===== config.mk =====
export PLATFORM = sky130hd
export DESIGN_NAME = nor_unit_seq
export DESIGN_NICKNAME = d
export VERILOG_FILES = /design/src/rtl/nor_unit_seq.sv
export SDC_FILE = /design/constraint.sdc
export NUM_CORES = 1
export LEC_CHECK = 0
export CAP_MARGIN = 25
export CORE_ASPECT_RATIO = 0.6
export CORE_MARGIN = 1.5
export CORE_UTILIZATION = 40
export DETAILED_ROUTE_END_ITERATION = 10
export HOLD_SLACK_MARGIN = 0.02
export PLACE_DENSITY = 0.58
export SETUP_SLACK_MARGIN = 0.2
export SLEW_MARGIN = 20
export SYNTH_ARGS = -nofsm -noshare
export SYNTH_HDL_FRONTEND = slang
export SYNTH_SLANG_ARGS = --single-unit
export TNS_END_PERCENT = 50

===== constraint.sdc =====
create_clock -name clk -period 3 [get_ports clk]
set_clock_uncertainty 0.1 [all_clocks]
set_input_delay 0.45 -clock clk [delete_from_list [all_inputs] [get_ports clk]]
set_output_delay 0.45 -clock clk [all_outputs]
set_load 0.05 [all_outputs]

===== src/rtl/nor_unit_seq.sv =====
// Sequential normalizer for the SD4 MAC adder->normalizer stage.
// Shifts the sum magnitude one bit per cycle until bit HP holds the leading one, then packs the result.
module nor_unit_seq #(
  parameter int unsigned SUM_W = 20,
  parameter int unsigned EXP_W = 6,
  parameter int unsigned MAN_W = 10
) (
  input  logic             clk,
  input  logic             rst,
  input  logic             in_valid,
  output logic             in_ready,
  input  logic [SUM_W-1:0] signed_sum_in,
  input  logic [EXP_W-1:0] exp_max_in,
  output logic             out_valid,
  input  logic             out_ready,
  output logic             sign_out,
  output logic [EXP_W-1:0] exp_out,
  output logic [MAN_W-1:0] man_out,
  output logic             ovf_out,
  output logic             unf_out,
  output logic             zero_out
);

  localparam int unsigned HP = SUM_W - 3;
  localparam logic signed [EXP_W+1:0] EOne = 1;
  localparam logic signed [EXP_W+1:0] EMax = signed'({2'b00, {EXP_W{1'b1}}});

  typedef enum logic [1:0] {StIdle, StNorm, StOut} state_e;

  state_e                  r_state;
  logic [SUM_W-1:0]        r_mag;
  logic signed [EXP_W+1:0] r_e;
  logic                    r_sgn;
  logic                    r_in_ready;
  logic                    r_out_valid;
  logic                    r_sign;
  logic [EXP_W-1:0]        r_exp;
  logic [MAN_W-1:0]        r_man;
  logic                    r_ovf;
  logic                    r_unf;
  logic                    r_zero;

  logic [SUM_W-1:0]        w_mag_in;
  logic                    w_mag_zero;
  logic                    w_mag_high;
  logic                    w_e_ovf;
  logic                    w_e_unf;

  // |-2^(SUM_W-1)| wraps to itself, which is the correct unsigned magnitude.
  assign w_mag_in   = signed_sum_in[SUM_W-1] ? (~signed_sum_in + SUM_W'(1)) : signed_sum_in;
  assign w_mag_zero = (r_mag == '0);
  assign w_mag_high = |r_mag[SUM_W-1:HP+1];
  assign w_e_ovf    = (r_e > EMax);
  assign w_e_unf    = r_e[EXP_W+1];

  always_ff @(posedge clk or negedge rst) begin
    if (!rst) begin
      r_state     <= StIdle;
      r_mag       <= '0;
      r_e         <= '0;
      r_sgn       <= 1'b0;
      r_in_ready  <= 1'b0;
      r_out_valid <= 1'b0;
      r_sign      <= 1'b0;
      r_exp       <= '0;
      r_man       <= '0;
      r_ovf       <= 1'b0;
      r_unf       <= 1'b0;
      r_zero      <= 1'b0;
    end else begin
      unique case (r_state)
        StIdle: begin
          if (in_valid && r_in_ready) begin
            r_sgn      <= signed_sum_in[SUM_W-1];
            r_mag      <= w_mag_in;
            r_e        <= signed'({2'b00, exp_max_in});
            r_in_ready <= 1'b0;
            r_state    <= StNorm;
          end else begin
            r_in_ready <= 1'b1;
          end
        end
        StNorm: begin
          if (w_mag_zero) begin
            r_sign      <= 1'b0;
            r_exp       <= '0;
            r_man       <= '0;
            r_ovf       <= 1'b0;
            r_unf       <= 1'b0;
            r_zero      <= 1'b1;
            r_out_valid <= 1'b1;
            r_state     <= StOut;
          end else if (w_mag_high) begin
            r_mag <= r_mag >> 1;
            r_e   <= r_e + EOne;
          end else if (!r_mag[HP]) begin
            r_mag <= r_mag << 1;
            r_e   <= r_e - EOne;
          end else begin
            r_zero      <= 1'b0;
            r_out_valid <= 1'b1;
            r_state     <= StOut;
            if (w_e_ovf) begin
              r_sign <= r_sgn;
              r_exp  <= '1;
              r_man  <= '1;
              r_ovf  <= 1'b1;
              r_unf  <= 1'b0;
            end else if (w_e_unf) begin
              r_sign <= 1'b0;
              r_exp  <= '0;
              r_man  <= '0;
              r_ovf  <= 1'b0;
              r_unf  <= 1'b1;
            end else begin
              r_sign <= r_sgn;
              r_exp  <= r_e[EXP_W-1:0];
              // Truncation: bits below the mantissa window are dropped.
              r_man  <= r_mag[HP-1 -: MAN_W];
              r_ovf  <= 1'b0;
              r_unf  <= 1'b0;
            end
          end
        end
        StOut: begin
          if (out_ready) begin
            r_out_valid <= 1'b0;
            r_in_ready  <= 1'b1;
            r_state     <= StIdle;
          end
        end
        default: begin
          r_state     <= StIdle;
          r_in_ready  <= 1'b0;
          r_out_valid <= 1'b0;
        end
      endcase
    end
  end

  assign in_ready  = r_in_ready;
  assign out_valid = r_out_valid;
  assign sign_out  = r_sign;
  assign exp_out   = r_exp;
  assign man_out   = r_man;
  assign ovf_out   = r_ovf;
  assign unf_out   = r_unf;
  assign zero_out  = r_zero;

endmodule

After elaboration in Yosys (flattened, before gate mapping)

Cells that the tools add are included.
W data, S select, Z words.

Add/sub/neg operators: 3
Multipliers: 0
Div/mod/pow operators: 0
Magnitude comparators: 1
Equality and inequality tests: 9
Shift operators: 0
Multiplexer cells: 52
Bitwise operators: 3
Reductions and logical operators: 13

Operators with widths:

| cell                    | count |
|---|---|
| $mux W20                | 5 |
| $mux W10                | 5 |
| $pmux W20 S2            | 1 |
| $mux W8                 | 4 |
| $mux W6                 | 5 |
| $mux W1                 | 23 |
| $add A20 B1 Y20 const B | 1 |
| $logic_not A20 Y1       | 1 |
| $not A20 Y20            | 1 |
| $pmux W8 S2             | 1 |
| $reduce_and A4 Y1       | 3 |
| $mux W2                 | 5 |
| $ne A3 B3 Y1 const B    | 3 |
| $add A8 B2 Y8 const B   | 1 |
| $gt A8 B7 Y1 const B    | 1 |
| $ne A2 B2 Y1 const B    | 4 |
| $sub A8 B2 Y8 const B   | 1 |
| $pmux W1 S3             | 2 |
| $pmux W2 S3             | 1 |
| $reduce_and A3 Y1       | 2 |
| $reduce_and A2 Y1       | 2 |
| $reduce_bool A2 Y1      | 2 |
| $eq A2 B1 Y1 const B    | 1 |
| $eq A2 B2 Y1 const B    | 1 |
| 4 further kinds         | 5 |

Register bits: 53
Bits in latches: 0
Bits in writable memories: 0
ROM bits: 0
Bits of input ports: 30
Output and inout bits: 22
Logic and storage cells: 94
Memories: 0

Longest topological paths before layout

Gate-level depths: netlist of the first run.

Word-level depth: 5
Depth in mapped cells: 10
Mapped depth without buffers: 8

Worst setup path before layout of the first run

OpenSTA, ideal clock, no wires.

Path type: register to register
From: reg r_mag[18]
To: reg r_e[6]
Setup time: 0.131 ns
Arrival: 2.219 ns
Data required time: 2.769 ns
Setup slack: 0.549 ns
Stages on the path, launching flop included: 11
Path buffers: 2
Period minus slack after synthesis: 2.451 ns
Cell sequence: dfrtp_1 -> buf_2 -> or2_2 -> clkbuf_1 -> xnor2_1 -> ha_1 -> o21ai_0 -> nor2_1 -> o21bai_1 -> and3_1 -> or3_1

Word-level cells in the longest chain between the ends: 4
Elaborated cells between the ends (all ways): 8

Ends and longest elaborated chain:

| item                                                                      | RTL line | RTL |
|---|---|---|
| start, declared                                                           | 31       | `logic [SUM_W-1:0] r_mag;` |
| start signal, assigned                                                    | 75       | `r_mag <= w_mag_in;` |
| start signal, assigned                                                    | 94       | `r_mag <= r_mag >> 1;` |
| start signal, assigned                                                    | 97       | `r_mag <= r_mag << 1;` |
| parallel branches: the longest is 4 deep, another holds $logic_not A20 Y1 | n/a      |  |
| end signal, assigned                                                      | 76       | `r_e <= signed'({2'b00, exp_max_in});` |
| end signal, assigned                                                      | 95       | `r_e <= r_e + EOne;` |
| end signal, assigned                                                      | 98       | `r_e <= r_e - EOne;` |
| end, declared                                                             | 32       | `logic signed [EXP_W+1:0] r_e;` |

Several ways; the timed one is not identified. The select of a mux whose other input is x is not followed.
A chain may end at the register's enable or synchronous reset.

Worst setup path in the final report of the first run

From: in signed_sum_in[0]
To: reg r_mag[10]

Word-level cells in the longest chain between the ends: 5

Ends and longest elaborated chain:

| item            | RTL line | RTL |
|---|---|---|
| start, declared | 12       | `input logic [SUM_W-1:0] signed_sum_in,` |
| $not A20 Y20    | 50       | `assign w_mag_in = signed_sum_in[SUM_W-1] ? (~signed_sum_in + SUM_W'(1)) : signed_sum_in;` |
| $add A20 B1 Y20 | 50       |  |
| $mux W20        | 50       |  |
| $mux W20        | 73       | `if (in_valid && r_in_ready) begin` |
| $pmux W20 S2    | 71       | `unique case (r_state)` |

No other way between the ends. The select of a mux whose other input is x is not followed.

==> flow_summary.ini, run 1 <==
[placed_design]
dpl_cell_area_um2 = 4070
place.gp.congestion = 0.806
numPortBuffers = 51
detailed_place_hpwl_um = 6910
dpl.cell_count = 496

[finish]
finalNetCount = 427
synthToLayoutAreaGrowth_pct = 23.6
diodes = 0
final_cells = 502
fillers = 774
design_area_um2 = 4210
layout-drive-gt1-share = 0.178
postLayoutCoreUtil = 0.521

[synth]
synth.distinct_cells = 64
synth_compound_area_frac = 0.221
yosys_warnings = 0
synth_top_area_share = 0.390
synth-seq-cells = 53
yosys.area_share.adder = 0.00736
synth.area.top_cells = dfrtp_1 (39%), mux2_2 (6.6%), o21a_1 (3.5%)
ys_seq_area_frac = 0.390
synth_top_cell_by_area = dfrtp_1
synth-edff-count = 0
yosys.area_share.simple = 0.160
synth_top_family_by_area = compound AO/OA/AOI/OAI gates
synth-xor-area-share = 0.0360
synthesis.area_um2 = 3400
syn-mean-instance-area_um2 = 9.95
synth_cells = 342
synthesis.nets = 374
synthArstFlopShare = 1.00
synthFlopType = dfrtp_1
muxShareOfSynthArea = 0.133

[power_and_ir_drop]
internal_power_w = 0.00255
ir_worst_vdd_uv = 642
clkPwrFrac = 0.119
p_seq_frac = 0.312
power_density_nw_per_um2 = 1110
p_leak_nw = 1.70
p_switching_w = 0.00210
power_w = 0.00465
switching_share = 0.452
comb_power_share = 0.569

[global_route]
grt_pass1_wl_um = 15400
grtUsageTotal = 0.221
grt_pass1_vias = 2832
antenna_found_initial = 0
grt_max_degree = 44
grt_overflow = 0

[floorplan]
core_area_um2 = 8070
ioPinCount = 52
die_x_um = 122
die-area_um2 = 9090
fp.dieH_um = 74.4
rows = 25
start_util = 0.422

[critical_path]
cp_max_fo = 7
regToRegSetupSlack_ns = 0.60
startpoint = signed_sum_in[0]
cp.arrival_ns = 2.62
end_kind = register
cp.required_ns = 3.08
rr_startpoint = r_mag[18]
crit_path_start_kind = input pin
crit_type = input pin to register

[sta]
slew_headroom = 0.565
slew_viol_final = 0
rsz0062_at_grt = false
setup_viol = 0
fin_tns_setup_ns = 0
report.final.hold_viol_count = 0
period_share = 0.847
worstMarginPinSlew_ns = 0.653
finalCriticalPeriod_ns = 2.54
max_freq_ghz = 0.394

[clock_network]
h-tree-depth = 2
clockBufferDepth = 2
insertion_delay_ns = 0.30
clock_sinks = 53
cts-hold-fix-buffers = 0
clkTransAtPathRegs_ns = 0.07
cts_buffers = 5
root_buffer = clkbuf_16
cts_tree = yes
cts_setup_buffers = 0
cts_resized = 0

[detailed_routing]
drtPass1Iterations = 5
post-route-drc-count = 0
viasPerCell = 5.90
drtIter0Drc = 330
drt_wl_total_um = 9330
postRouteAntennaNets = 0
vias = 2961
drt-wirelength-per-cell_um = 18.6

[run]
drv_cap = 0

[worst_hold_path]
hp-class = input pin to asynchronous set/reset pin

[status]
status = complete, no violations
[stage by stage]
step,setup slack [ns],hold slack [ns]
after floorplan,0.549,0.0544
after global placement,0.216,0.391
after detailed placement,0.150,0.389
after CTS,0.451,0.274
after global routing,0.317,0.102
final,0.460,0.0627
[state kept, by name, indices dropped and copies added (netlist names)]
name / flops
exp_out: 6
in_ready: 1
man_out: 10
out_valid: 1
ovf_out: 1
r_e: 8
r_mag: 20
r_sgn: 1
r_state: 2
sign_out: 1
unf_out: 1
zero_out: 1
[kinds of logic after synthesis]
kind of cell	after synthesis
DFF	53
AOI/OAI and AO/OA	96
and+or+nand+nor	98
muxes	40
buffers and inverters	39
xor gates and xnor gates	14
adders and majority gates	2
[synthesized netlist by cell type, types with 3 or more instances]
cell type,n
a32oi_1,3
dfrtp_1,53
a221oi_1,4
nor3b_1,6
buf_6,3
inv_1,11
xnor2_1,9
clkbuf_1,13
or4_1,3
xor2_1,5
mux2i_1,11
or3_1,4
nor2_1,15
a211oi_1,7
o21ai_0,13
o211ai_1,3
o41ai_2,3
buf_2,9
mux2_4,4
a2bb2oi_1,3
a222oi_1,4
nand3_1,6
a21oi_1,10
and3_1,4
nor4_1,10
mux2_2,20
mux2_1,5
nor3_1,7
nand2_1,27
o21a_1,16
a41oi_1,3
o31ai_1,3
[cells in the final DEF, fill, tap and decap left out, types with 7 or more instances in the layout]
cell	n
dfrtp_1	53
clkdlybuf4s50_1	50
nand2_1	27
buf_4	23
mux2_2	20
o21a_1	16
nor2_1	15
o21ai_0	13
inv_1	11
mux2i_1	11
nor4_1	10
a21oi_1	10
xnor2_1	9
nor3_1	7
a211oi_1	7
[critical path, cell delays in order]
cell and delay [ns]:
clkdlybuf4s50_1 0.46, inv_1 0.10, ha_1 0.18, or3b_2 0.56, nor4_1 0.26, mux2i_1 0.23
o211ai_1 0.09, mux2_2 0.28
[power groups by stage]
stage               clock network, W  registers, W  logic (W)
detailed placement                 0       0.00145    0.00265
CTS                         0.000569       0.00145    0.00266
floorplan                          0       0.00175    0.00154
global placement                   0       0.00145    0.00261
global route                0.000599       0.00151    0.00287
finish                      0.000555       0.00145    0.00264
[area by class of cell]
| cell class | instances | area, um2 | share of cell area |
|---|---|---|---|
| multi-input combinational | 250 | 1900 | 0.451 |
| sequential | 53 | 1330 | 0.315 |
| timing repair buffer | 73 | 673 | 0.160 |
| tap | 108 | 135 | 0.0321 |
| clock buffer | 5 | 125 | 0.0298 |
| inverter | 12 | 45.0 | 0.0107 |
| clock inverter | 1 | 5.00 | 0.00119 |
[final timing paths]
path                       cells past startpoint          to
max                                            8   r_mag[10]
min                                            1    zero_out
max reg2reg                                    8      r_e[6]
min reg2reg                                    1  exp_out[3]
max in group asynchronous                      2  man_out[9]
min in group clk                               1  exp_out[3]
[per-layer routing]
metal,GRT usage,wire length (um),vias up
li1,-,-,1402
met1,0.348,4970,1454
met2,0.314,3720,92
met3,0.0422,542,13
met4,0.0362,93,0
met5,0,0,-
Power figures use the tool's default switching activity.
==> run 2, diff against run 1 <==
--- a/config.mk
+++ b/config.mk
@@ -11,7 +11,7 @@
 export CORE_UTILIZATION = 40
 export DETAILED_ROUTE_END_ITERATION = 10
 export HOLD_SLACK_MARGIN = 0.02
-export PLACE_DENSITY = 0.58
+export PLACE_DENSITY = 0.61
 export SETUP_SLACK_MARGIN = 0.2
 export SLEW_MARGIN = 20
 export SYNTH_ARGS = -nofsm -noshare
==> constraint.sdc (replaced) <==
create_clock -name clk -period 2.2 [get_ports clk]
set_clock_uncertainty 0.1 [all_clocks]
set_input_delay 0.33 -clock clk [delete_from_list [all_inputs] [get_ports clk]]
set_output_delay 0.33 -clock clk [all_outputs]
set_load 0.05 [all_outputs]
==> run 2 against run 1 <==
Compared with the run above:
- critical path depth down 3
- sequential power up 34%
- highest routed layer unchanged
- cell count up 12%
- core utilization up 11 points
- clock power up 51%
- clock-buffer cell count up 2
- largest cell class unchanged
- die area unchanged
- via count up 9.5%
- combinational power up 77%
- global-route usage up 2.6 points
==> flow_summary.ini, run 2 (same netlist as run 1, synthesis figures left out) <==
[placed_design]
numPortBuffers = 51
dpl_cell_area_um2 = 4490
place.gp.congestion = 0.906
detailed_place_hpwl_um = 7420

[power_and_ir_drop]
p_leak_nw = 2.19
power_w = 0.00745
ir_worst_vdd_uv = 974
power_density_nw_per_um2 = 1470

[finish]
finalNetCount = 486
design_area_um2 = 5070
final_cell_mix = buf_4 (66), dfrtp_1 (49), clkdlybuf4s50_1 (41)
diodes = 0
regMostFlops = r_mag
largest_register_ffs = 20
final_common_cell = buf_4
layout-drive-gt1-share = 0.358
synthToLayoutAreaGrowth_pct = 49.2

[clock_network]
cts_buffers = 5
clockBufferDepth = 2
cts_tree = yes
h-tree-depth = 2
clock_sinks = 53
insertion_delay_ns = 0.30
clkTransAtPathRegs_ns = 0.07
root_buffer = clkbuf_16

[detailed_routing]
dr_wl_met2_um = 4400
drt-wirelength-per-cell_um = 19.0
wl_met3_um = 707
post-route-drc-count = 0
drt_wl_total_um = 10700
top_layer = met4
vias = 3241
drtPass1Iterations = 5
postRouteAntennaNets = 0
wl_met1_um = 5500
viasPerCell = 5.76
drtIter0Drc = 275

[sta]
report.final.hold_viol_count = 0
finalCriticalPeriod_ns = 2.12
hold_slack_ns = 0.390
worstMarginPinSlew_ns = 0.699
period_share = 0.962
slew_headroom = 0.534
max_freq_ghz = 0.472
rsz0062_at_grt = true
setup_viol = 0
slew_viol_final = 0

[critical_path]
startpoint = r_mag[18]
cp.arrival_ns = 2.24
rr_startpoint = r_mag[18]
cp_cell_sequence = or4_4 -> nor4_1 -> nor2_1 -> a221oi_1 -> a2bb2oi_1
crit_path_max_incr_delay_ns = 0.58
cp_max_fo = 5
cp.required_ns = 2.32
crit_slowest_cell = or4_4
crit_type = register to register
crit_path_start_kind = register
end_kind = register

[floorplan]
rows = 25
die_x_um = 122
fp.dieH_um = 74.4
ioPinCount = 52
die-area_um2 = 9090
start_util = 0.422
core_area_um2 = 8070

[global_route]
grt_pass1_vias = 3080
grt_overflow = 0
grt_max_degree = 31
antenna_found_initial = 0
grt_pass1_wl_um = 16900
grtUsageTotal = 0.247

[worst_hold_path]
hp-class = register to register
hp-start = r_sgn

[status]
status = complete, no violations

[run]
drv_cap = 0
==> run 2: report_power, final <==
group,internal (W),switching [W],total [W]
registers,0.00144,0.000506,0.00195
logic,0.00232,0.00234,0.00466
clock network,0.000483,0.000355,0.000838
total,0.00424,0.00320,0.00745
==> run 2: path summary, 6_finish.rpt <==
check | to | slack [ns] | depth (start not counted)
max in group asynchronous | in_ready | 0.90 | 3
min reg2reg | r_sgn | 0.39 | 2
min in group asynchronous | exp_out[3] | 0.49 | 2
min | r_sgn | 0.39 | 2
max | r_e[5] | 0.08 | 5
max reg2reg | r_e[5] | 0.08 | 5
==> run 2: worst max-delay path, delay by kind of cell, from the launching register on <==
kind             cells  cell delay (ns)
AND/OR/NAND/NOR      3             1.06
AO/OA/AOI/OAI        2             0.45
flip-flops           1             0.44
==> run 2: layer usage <==
metal  up-vias  GRT usage
met5         -          0
met4         0     0.0530
met1      1589      0.395
met2       132      0.343
li1       1511          -
met3         9     0.0414
==> run 2: final cells by class <==
type	count	area [um2]
Clock buffer	7	153
Fill cell	684	3000
Tap cell	108	135
Clock inverter	1	5.00
Inverter	12	52.6
Sequential cell	53	1330
Multi-Input combinational cell	250	2170
Timing Repair Buffer	132	1230
==> run 2: timing repair <==
item,4_1_cts,5_1_grt
hold endpoints to repair,23,0
setup endpoints to repair,44,51
setup buffers,10,3
cloned,1,1
hold buffers,1,0
pin swaps,18,3
resized for setup,55,11
==> run 2: stage by stage <==
stage,instances,util,setup TNS [ns],setup WS (ns)
6_report,563,0.629,0,0.0833
5_1_grt,563,0.629,-0.000551,-0.000551
4_1_cts,559,0.614,0,0.111
3_5_place_dp,539,0.556,-4.70,-0.431
3_3_place_gp,539,0.556,-4.26,-0.370
2_1_floorplan,342,-,0,0.0158
